--- config.mk ---
export PLATFORM = sky130hd
export DESIGN_NAME = event_stat_accum
export DESIGN_NICKNAME = d
export VERILOG_FILES = /design/src/rtl/struct_test_pkg.sv /design/src/rtl/event_stat_chan.sv /design/src/rtl/event_stat_accum.sv
export SDC_FILE = /design/constraint.sdc
export NUM_CORES = 1
export LEC_CHECK = 0
export ABC_AREA = 1
export CORE_AREA = 2 2 211 213
export CTS_CLUSTER_DIAMETER = 200
export DETAILED_ROUTE_END_ITERATION = 16
export DIE_AREA = 0 0 213 215
export PLACE_DENSITY = 0.79
export SYNTH_ARGS = -nofsm -noshare
export SYNTH_HDL_FRONTEND = slang
export SYNTH_SLANG_ARGS = --single-unit
--- constraint.sdc ---
create_clock -name clk -period 2.8 [get_ports clk]
set_input_delay 0.56 -clock clk [delete_from_list [all_inputs] [get_ports clk]]
set_output_delay 0.56 -clock clk [all_outputs]
set_load 0.01 [all_outputs]
--- src/rtl/struct_test_pkg.sv ---
// Shared sizing constants and the snapshot payload for the event statistics accumulator.
package struct_test_pkg;

  localparam int unsigned EVS_NCHAN = 4;
  localparam int unsigned EVS_DW    = 16;
  localparam int unsigned EVS_CW    = 32;

  typedef struct packed {
    logic [EVS_NCHAN-1:0][EVS_DW-1:0] peak;
    logic [EVS_NCHAN-1:0][EVS_CW-1:0] count;
    logic [EVS_CW-1:0]                samples;
  } evs_t;

endpackage

--- src/rtl/event_stat_chan.sv ---
// One channel of working statistics: running unsigned peak and saturating threshold-event count.
// peak_c/count_c present the post-update values so a snapshot taken this cycle includes this sample.
module event_stat_chan #(
  parameter int unsigned DW = 16,
  parameter int unsigned CW = 32
) (
  input  logic          clk,
  input  logic          reset,
  input  logic          valid_i,
  input  logic [DW-1:0] sample_i,
  input  logic [DW-1:0] thresh_i,
  input  logic          clear_i,
  output logic [DW-1:0] peak_c,
  output logic [CW-1:0] count_c
);

  logic [DW-1:0] peak_q, peak_d;
  logic [CW-1:0] count_q, count_d;

  always_comb begin
    peak_d  = peak_q;
    count_d = count_q;
    if (valid_i) begin
      if (sample_i > peak_q) peak_d = sample_i;
      if ((sample_i >= thresh_i) && (count_q != {CW{1'b1}})) count_d = count_q + CW'(1);
    end
  end

  // Clear drops the working set; the updated values have already been handed to the snapshot.
  always_ff @(posedge clk) begin
    if (reset || clear_i) begin
      peak_q  <= '0;
      count_q <= '0;
    end else begin
      peak_q  <= peak_d;
      count_q <= count_d;
    end
  end

  assign peak_c  = peak_d;
  assign count_c = count_d;

endmodule

--- src/rtl/event_stat_accum.sv ---
// Multi-channel event statistics accumulator with an atomic snapshot-and-clear
// offered downstream over a valid/ready handshake.
module event_stat_accum
  import struct_test_pkg::*;
#(
  parameter int unsigned NCHAN = EVS_NCHAN,
  parameter int unsigned DW    = EVS_DW,
  parameter int unsigned CW    = EVS_CW
) (
  input  logic                clk,
  input  logic                reset,
  input  logic                s_valid,
  input  logic [NCHAN*DW-1:0] s_data,
  input  logic [DW-1:0]       threshold,
  input  logic                snap_req,
  output logic                snap_valid,
  input  logic                snap_ready,
  output evs_t                snap_stat,
  output logic                snap_ovf
);

  // The snapshot layout is fixed by the package, so the parameters must agree with it.
  if ((NCHAN != EVS_NCHAN) || (DW != EVS_DW) || (CW != EVS_CW) || (NCHAN < 1)) begin : g_bad_param
    $error("event_stat_accum: NCHAN/DW/CW must match struct_test_pkg constants");
  end

  logic                      snap_acc_c;
  logic [NCHAN-1:0][DW-1:0]  peak_c;
  logic [NCHAN-1:0][CW-1:0]  count_c;
  logic [CW-1:0]             samples_q, samples_d, samples_nxt;
  evs_t                      snap_q, snap_d;
  logic                      valid_q, valid_d;
  logic                      ovf_q, ovf_d;

  for (genvar g = 0; g < NCHAN; g++) begin : g_chan
    event_stat_chan #(
      .DW (DW),
      .CW (CW)
    ) u_chan (
      .clk      (clk),
      .reset    (reset),
      .valid_i  (s_valid),
      .sample_i (s_data[g*DW +: DW]),
      .thresh_i (threshold),
      .clear_i  (snap_acc_c),
      .peak_c   (peak_c[g]),
      .count_c  (count_c[g])
    );
  end

  // A request is taken only when the slot is empty or being drained this cycle.
  always_comb begin
    snap_acc_c  = snap_req && (!valid_q || snap_ready);
    samples_nxt = samples_q;
    if (s_valid && (samples_q != {CW{1'b1}})) samples_nxt = samples_q + CW'(1);
    samples_d = snap_acc_c ? '0 : samples_nxt;
    snap_d    = snap_q;
    valid_d   = valid_q;
    if (snap_acc_c) begin
      snap_d.peak    = peak_c;
      snap_d.count   = count_c;
      snap_d.samples = samples_nxt;
      valid_d        = 1'b1;
    end else if (snap_ready) begin
      valid_d = 1'b0;
    end
    ovf_d = ovf_q || (snap_req && !snap_acc_c);
  end

  always_ff @(posedge clk) begin
    if (reset) begin
      samples_q <= '0;
      snap_q    <= '0;
      valid_q   <= 1'b0;
      ovf_q     <= 1'b0;
    end else begin
      samples_q <= samples_d;
      snap_q    <= snap_d;
      valid_q   <= valid_d;
      ovf_q     <= ovf_d;
    end
  end

  assign snap_stat  = snap_q;
  assign snap_valid = valid_q;
  assign snap_ovf   = ovf_q;

endmodule
After elaboration in Yosys (flattened, before gate mapping)
Index checks and enable logic that the tools add are counted.

Output and inout port bits: 226. Logic and storage cells: 71. Register bits after elaboration: 450. Bits of input ports: 85.

Equality and inequality tests: 5. $lt $le $gt $ge: 8. Mux-type cells: 19. $add $sub $neg: 5. Reduce and logical (&&, ||, !) cells: 14.

Operators by type and width (count): $mux W32 (9); $add A32 B1 Y32 const B (5); $ne A32 B32 Y1 const B (5); $mux W16 (8); $ge A16 B16 Y1 (4); $gt A16 B16 Y1 (4); $logic_and A1 B1 Y1 (7); $logic_or A1 B1 Y1 (3); $logic_not A1 Y1 (2); $mux W1 (2); $reduce_bool A2 Y1 (1); $reduce_or A2 Y1 (1).

Depth between registers and ports, before layout
Gate-level depths: netlist (run 1).

Depth in word-level cells: 6. Mapped depth: 18. Gate-level depth less buffers: 17.

Modules after synthesis
Synthesis (run 1) repeated with hierarchy kept, for this count alone.

Cells, all modules: 3197. Area, all modules: 23781.6 um2.

By module, submodules not included: event_stat_chan (area an instance 3659.8 um2, cells an instance 567, seq. area each 960.9 um2, times used 4); event_stat_accum (area an instance 9142.5 um2, cells an instance 929, seq. area each 5165.0 um2, times used 1).

Least setup slack after synthesis (run 1)
OpenSTA, ideal clock, no wires.

Kind: input to register. From: input threshold[11]. To: register snap_q, in the netlist snap_stat[33]. Arrival: 1.994 ns. Setup time: 0.120 ns. Slack: 0.686 ns. Data required time: 2.680 ns. Stages: 12. Path buffers: 2. Cell sequence: inv_1 ha_1 a21oi_1 o21ai_0 a21oi_1 nand2_1 buf_4 buf_2 nand2_1 nand2_1 o211ai_1 nand2_1.

Cells in the longest elaborated chain, start to end: 4.

Ends and longest elaborated chain: start: declaration (line event_stat_accum.sv:14) `input logic [DW-1:0] threshold,`; $ge A16 B16 Y1 (line event_stat_chan.sv:25) `if ((sample_i >= thresh_i) && (count_q != {CW{1'b1}})) count_d = count_q + CW'(1);`; $logic_and A1 B1 Y1 (line event_stat_chan.sv:25); $mux W32 (line event_stat_chan.sv:25); $mux W32 (line event_stat_chan.sv:23) `if (valid_i) begin`; end signal: assignment (line event_stat_accum.sv:78) `snap_q <= snap_d;`; end: declaration (line event_stat_accum.sv:31) `evs_t snap_q, snap_d;`.

Every way passes these cells. A chain may end at the register's enable or synchronous reset.

Worst setup path after layout (run 1)
From: register g_chan[0].u_chan.count_q[0]. To: register snap_q, in the netlist snap_stat[44].

Cells in the longest elaborated chain, start to end: 4. Elaborated cells on any way between the ends: 5. Those cells by class: add/sub (1); eq/ne (1); mux (2); reduce/logical (1).

Ends and longest elaborated chain: start: declaration (line event_stat_chan.sv:18) `logic [CW-1:0] count_q, count_d;`; start signal: assignment (line event_stat_chan.sv:36) `count_q <= count_d;`; branches (longest 2 deep; another with $add A32 B1 Y32); $mux W32 (*) (line event_stat_chan.sv:25); $mux W32 (*) (line event_stat_chan.sv:23).

Every way passes the cells marked *.

==> summary.txt, run 1 <==
Worst hold path
  • Hold path depth: 2
  • Worst Hold Class: flop to flop
  • Hold Startpoint: snap_stat[173]

Pwr
  • P_int: roughly 0.011 W
  • Pwr Density: a little over 500 nW/um2
  • Worst vdd ir: about 0.44 mV
  • Share of power burned in registers: 0.442
  • Sw Ratio: 0.257
  • Clk pwr share: 0.430
  • P_leak: 12.9 nW
  • Sw Pwr: 0.00386 W
  • Comb pwr share: 0.128

Setup path
  • CP endpoint kind: flop
  • Most used cell, CP: nand2_1
  • Worst reg2reg path startpoint: g_chan[0].u_chan.count_q[0]
  • Crit path cell chain: ha_1 -> nand2_2 -> nor2_4 -> nand2_2 -> nor2_2 -> nand4_2 -> nand2_2 -> nand2_1 -> nand2_1 -> nand2_1 -> nand2_1 -> nand2_1 -> nand2_1
  • CP Launch Point: g_chan[0].u_chan.count_q[0]
  • CP max stage delay: about 460 ps
  • CP startpoint kind: flop
  • Crit path depth: 13
  • Buf/Inv on CP: 0
  • Worst EP arrival: between 3000 and 4000 ps
  • R2R depth: 13
  • Critical path peak fanout: 12
  • CP delay by family, top: simple AND/OR/NAND/NOR gates
  • Kind of critical path: flop to flop
  • CP required: about 3300 ps
  • CP max stage cell: dfxtp_1

Synth
  • Syn nets: around 3700
  • EDFF count, synth: 0
  • Synthesized area: 23600 um2
  • Post-synth top cells: 1271 x nand2_1, 450 x dfxtp_1, 329 x nor2_1, 306 x inv_1, 205 x nand3_1
  • Most numerous cell in the Yosys netlist: nand2_1
  • Mapped Avg Cell Area: slightly below 7 um2
  • Cells after Synth: ~3500
  • Top cell type's share of synthesized area: 0.381
  • Main area contributors after synthesis: dfxtp_1 38%, nand2_1 20%, ha_1 7.0%
  • Register bit total from synthesis: 450
  • Share of flip-flops with an asynchronous set or reset: 0
  • Largest area contributor in the netlist: dfxtp_1
  • Synth warn: 0
  • Sequential share of the synthesized area: 0.381
  • Count of cell types in the netlist: 48
  • Post-synth top flop: dfxtp_1

Drt
  • Vias: about 23000
  • Drt via density: 5.15
  • DRC violations left: 0
  • Initial detailed-routing violation count: between 1000 and 1500
  • Antenna viol nets, final: 0
  • Drt total wl: 65500 um
  • Detailed Routing Iterations Pass 1: 5
  • WL per Instance: approximately 15 um

Floorplanning
  • IO Pins: 311
  • Die ar.: between 40000 and 50000 um2
  • Die X-Extent: between 200 and 250 um
  • Core area: about 44000 um2
  • Initial Util: 0.542
  • Core Rows: 77
  • Die span in y: roughly 220 um

STA
  • Slew Limit Fails: 0
  • Max_slew headroom: 0.648
  • Clock Skew: around 14 ps
  • Hold_ws: approximately 450 ps
  • Worst Tran Pin Value: roughly 530 ps
  • Final Cycle Share: 0.897
  • Max Fclk: 0.398 GHz
  • Unrepaired setup endpoints after global routing: false
  • Number of setup violations in the final report: 0
  • Setup WS post-layout: ~290 ps
  • Final hold viol count: 0
  • Period minus WS final: 2510 ps

Global route
  • Largest net degree at the start of global routing: between 100 and 150
  • GRT Util Overall: 0.287
  • Initial antenna violation count: 3
  • First-pass GRT wire length: about 110000 um
  • Overflow after GRT: 0
  • Number of global-route vias before repair: about 22000

Job
  • Max Cap Viol: 0

Place
  • IO Port Bufs: 310
  • Dpl ws: -195 ps
  • RePlAce Congestion: around 0.95
  • HPWL after DPL: 48100 um

Finish
  • Fill cells: about 3800
  • Nets@finish: between 4000 and 5000
  • FF+latch area: 9010 um2
  • Layout Area Growth over Synthesis: 24.7%
  • Multi-input gate area: 12900 um2
  • Share of cells above drive strength 1: 0.0734

Clock tree
  • CTS Buf Count: between 40 and 50
  • Worst-skew pair later-pin latency: ~590 ps
  • Post-CTS Hold Fix Bufs: 0
  • H-tree depth: 2
  • Post-CTS Setup Bufs: 0
  • Clock Path Buffers: 3
  • Number of cells upsized or downsized after cts: 0
  • Clk root buf: clkbuf_16
  • Clock Sinks: between 400 and 500
  • CTS tree: built
  • Clock-pin transition on the worst setup and hold timing paths: about 60 ps

Run status
  • Outcome: finished, final reports clean
through the flow:
stage	util	power (W)	cell area, um2	cells	TNS (ps)
floorplan	-	0.00784	23600	3451	0
global placement	0.639	0.00863	27900	4337	-10530
detailed placement	0.639	0.00866	27900	4337	-16970
CTS	0.675	0.0151	29500	4422	0
global route	0.675	0.0156	29500	4423	0
finish	0.675	0.0150	29500	4423	0
sequential cells by signal, indices dropped and copies added, names as in the netlist:
| register | flops |
|---|---|
| g_chan.u_chan.peak_q | 64 |
| snap_valid | 1 |
| snap_ovf | 1 |
| samples_q | 32 |
| g_chan.u_chan.count_q | 128 |
| snap_stat | 224 |
cells by family (layout without fill, tap and decap cells):
family / after synthesis / in the layout / share of synthesized area
flip-flops: 450 / 450 / 0.381
AND/OR/NAND/NOR: 2117 / 2117 / 0.395
adder cells (fa/ha/maj): 133 / 133 / 0.0704
AO/OA/AOI/OAI: 262 / 262 / 0.0595
buffers and inverters: 434 / 813 / 0.0736
XOR/XNOR: 55 / 55 / 0.0204
other: 0 / 1 / 0
area by class of cell:
class                   count  area share
diodes                      1   0.0000849
clock buffers              73      0.0487
clock inverters            12     0.00522
inverters                 320      0.0411
multi-input cells        2567       0.437
flip-flops and latches    450       0.306
well taps                 592      0.0251
repair buffers            408       0.137
routing by layer:
layer / GRT usage / part of all wire / wire length, um / up-vias
met1: 0.372 / 0.45 / 29300 / 10286
li1: - / - / - / 11702
met5: 0 / 0.00018 / 12 / -
met3: 0.0514 / 0.062 / 4050 / 141
met2: 0.469 / 0.45 / 29500 / 631
met4: 0.121 / 0.040 / 2620 / 2
worst reg2reg max path, cell delays in order (launching register included):
cell	delay, ps
dfxtp_1	460
ha_1	260
nand2_2	120
nor2_4	210
nand2_2	100
nor2_2	190
nand4_2	360
nand2_2	350
nand2_1	90
nand2_1	80
nand2_1	60
nand2_1	80
nand2_1	40
nand2_1	50
final timing paths:
| check | to | slack (ps) |
|---|---|---|
| max | snap_stat[44] | 290 |
| min | snap_stat[173] | 450 |
| max reg2reg | snap_stat[44] | 290 |
| min reg2reg | snap_stat[173] | 450 |
power by group through the flow:
stage                     combinational (W)  sequential [W]  clock, W
after floorplan                     0.00104         0.00680         0
after global placement              0.00186         0.00677         0
after detailed placement            0.00189         0.00677         0
after CTS                           0.00191         0.00663   0.00655
after global routing                0.00212         0.00664   0.00680
final                               0.00191         0.00663   0.00645
layout by cell type (no fill, tap or decap), drive strengths merged:
master	netlist	final
o21ai	88	88
ha	133	133
a21oi	141	141
or2	4	4
inv	320	322
a211oi	1	1
nand3	218	218
nand4	89	89
nand2	1289	1289
clkbuf	53	73
xnor2	14	14
nor3	51	51
nor2	354	354
o21bai	14	14
diode	0	1
and3b	2	2
xor2	41	41
o21a	4	4
and2	20	20
nor4	4	4
clkinv	0	7
nor3b	1	1
nand3b	82	82
a21o	1	1
dfxtp	450	450
clkdlybuf4s50	0	309
o211ai	3	3
a31oi	10	10
and3	3	3
buf	61	99
bufinv	0	3
Note: power is estimated with default switching activity, not from simulation.
==> run 2: changes to the inputs <==
- ABC_CLOCK_PERIOD_IN_PS: default -> 2800
- CAP_MARGIN: default -> 5
==> results of run 2 <==
No change in the layout: final DEF, timing and power equal those of run 1.
==> run 3: changes to the inputs <==
- ABC_CLOCK_PERIOD_IN_PS: 2800 -> 3100
- clock period: 2.8 -> 3.1 ns (I/O delays scaled with it)
==> run 3 against run 2 <==
  * Non-clock buffer count decreased by 56
  * Combinational power decreased by 15%
  * Die area unchanged
  * Clock skew increased by 4.7 ps
  * Worst setup slack improved by 300 ps
  * Hold slack about the same
  * First-iteration DRC count increased by 0.45%
  * Register-to-register slack improved by 380 ps
  * Design area decreased by 1.4%
  * Wire length decreased by 1.8%
  * Critical path type is now input port to flop
  * Global-route usage decreased by 0.67 points
==> summary.txt, run 3 (synthesis results as in run 1) <==
Run status
  • Outcome: finished, final reports clean

Finish
  • Max reg flops: 224 (unchanged)
  • Layout Area Growth over Synthesis: 23.0%
  • Share of cells above drive strength 1: 0.0609 (-0.0124)
  • Most common cell after layout, fill and taps aside: nand2_1
  • Nets@finish: 3956 (-1.4%)
  • Cell Count, Final, Fillers Out: 4368 (-1.2%)
  • Commonest non-fill, non-tap cells in the layout: 1271 x nand2_1, 450 x dfxtp_1, 328 x nor2_1, 309 x clkdlybuf4s50_1, 306 x inv_1

Floorplanning
  • Core area: 43600 um2 (unchanged)
  • Die span in y: 215 um (unchanged)
  • Die X-Extent: 213 um (unchanged)
  • Initial Util: 0.542 (unchanged)
  • IO Pins: 311 (unchanged)
  • Die ar.: 45800 um2 (unchanged)
  • Core Rows: 77 (unchanged)

Pwr
  • Pwr Total: 0.0136 W (-9.4%)
  • Clk pwr share: 0.439 (+0.009)
  • Sw Ratio: 0.257 (about the same)
  • P_int: 0.0101 W (-9.4%)
  • P_leak: 12.7 nW (-2.1%)
  • Share of power burned in registers: 0.441 (about the same)
  • Pwr Density: 467 nW/um2 (-8.1%)
  • Worst vdd ir: 0.518 mV (+19%)
  • Sw Pwr: 0.00350 W (-9.4%)
  • Comb pwr share: 0.120 (-0.008)

STA
  • Worst Tran Pin Value: 574 ps (+45.4 ps)
  • Clock Skew: 19.0 ps (+4.69 ps)
  • Period minus WS final: 2510 ps
  • Unrepaired setup endpoints after global routing: false
  • Max Fclk: 0.398 GHz
  • Hold_ws: 449 ps (-0.498 ps)
  • Number of setup violations in the final report: 0 (unchanged)
  • Setup TNS: 0 ps (unchanged)
  • Max_slew headroom: 0.618 (-0.0303)
  • Final hold viol count: 0 (unchanged)
  • Slew Limit Fails: 0 (unchanged)
  • Final Cycle Share: 0.811
  • Setup WS post-layout: 585 ps (+298 ps)

Global route
  • Top Usage Layer GRT: met2
  • Largest net degree at the start of global routing: 117 (+5.4%)
  • Number of global-route vias before repair: 21333 (-2.4%)
  • GRT Util Overall: 0.281 (-0.00673)
  • Met1 global-route usage: 0.364 (-0.00879)
  • Met3 usage: 0.0465 (-0.00497)
  • Overflow after GRT: 0 (unchanged)
  • First-pass GRT wire length: 105000 um (-1.8%)
  • Met2 Use GR: 0.463 (-0.00565)
  • Initial antenna violation count: 4 (+1)

Drt
  • Detailed Routing Iterations Pass 1: 7 (+2)
  • WL per Instance: 14.7 um (-0.57%)
  • Antenna viol nets, final: 0 (unchanged)
  • Vias: 22492 (-1.2%)
  • Drt total wl: 64300 um (-1.8%)
  • Drt via density: 5.15 (about the same)
  • Initial detailed-routing violation count: 1331 (+0.45%)
  • DRC violations left: 0 (unchanged)

Setup path
  • Kind of critical path: input port to flop
  • Worst EP arrival: 2980 ps (-60 ps)
  • Critical path peak fanout: 42 (+30)
  • CP startpoint kind: input port
  • CP required: 3560 ps (+230 ps)
  • CP endpoint kind: flop

Clock tree
  • Clk root buf: clkbuf_16
  • CTS Buf Count: 47 (unchanged)
  • Number of cells upsized or downsized after cts: 0 (unchanged)
  • Clock-pin transition on the worst setup and hold timing paths: 60 ps (about the same)
  • CTS tree: built
  • Post-CTS Setup Bufs: 0 (unchanged)
  • Clock Sinks: 450 (unchanged)
  • H-tree depth: 2 (unchanged)
  • Worst-skew pair later-pin latency: 590 ps (about the same)
  • Clock Path Buffers: 3 (unchanged)
  • Post-CTS Hold Fix Bufs: 0 (unchanged)

Place
  • HPWL after DPL: 47300 um (-1.8%)
  • RePlAce Congestion: 0.965 (+2.0%)
  • Dpl ws: 29.0 ps (+224 ps)
  • Post-Place Cells: 4281 (-1.3%)
  • IO Port Bufs: 310 (unchanged)

Job
  • Max Cap Viol: 0 (unchanged)

Worst hold path
  • Worst Hold Class: flop to flop
==> run 3: cell types whose count changed in the layout (fill, tap and decap cells not counted), moves of 3 or more <==
cell,before,now
clkbuf_8,14,9
buf_4,82,29
clkbuf_1,11,7
buf_12,16,13
clkinvlp_4,0,6
==> run 3: power groups by stage <==
stage / combinational, W / clock (W) / sequential, W
after floorplan: 0.000938 / 0 / 0.00614
after global placement: 0.00160 / 0 / 0.00611
after detailed placement: 0.00162 / 0 / 0.00611
after CTS: 0.00163 / 0.00607 / 0.00599
after global routing: 0.00182 / 0.00628 / 0.00600
final: 0.00163 / 0.00596 / 0.00599
==> run 3: layout make-up <==
cell class / count / area (um2)
fill: 3806 / 14600
multi-input combinational: 2567 / 12900
sequential: 450 / 9010
timing repair buffer: 352 / 3580
clock buffer: 65 / 1380
inverter: 320 / 1210
tap: 592 / 741
clock inverter: 21 / 260
antenna: 1 / 2.50
==> run 3: critical path: stages <==
cell	delay, ps
clkdlybuf4s50_1	470
inv_1	120
buf_4	170
ha_1	280
nand2_1	90
nor3_1	240
nand3_1	130
nand3_2	110
buf_12	200
nand2_1	130
o21ai_0	260
o21ai_0	110
==> run 3: worst paths after layout <==
path                          startpoint            end  slack (ps)  depth (start not counted)
max                        threshold[15]  snap_stat[65]         590                         12
min                        snap_stat[29]  snap_stat[29]         450                          2
max reg2reg  g_chan[0].u_chan.count_q[0]  snap_stat[61]         670                         13
min reg2reg                snap_stat[29]  snap_stat[29]         450                          2
==> run 3: metal layers <==
layer / vias up / wire, um
li1: 11595 / -
met1: 10171 / 28700
met2: 602 / 29400
met3: 120 / 3830
met4: 4 / 2330
met5: - / 28
==> run 3: per-stage QoR <==
stage | util | cell area, um2
2_1_floorplan | - | 23600
3_3_place_gp | 0.628 | 27400
3_5_place_dp | 0.628 | 27400
4_1_cts | 0.666 | 29100
5_1_grt | 0.666 | 29100
6_report | 0.666 | 29100
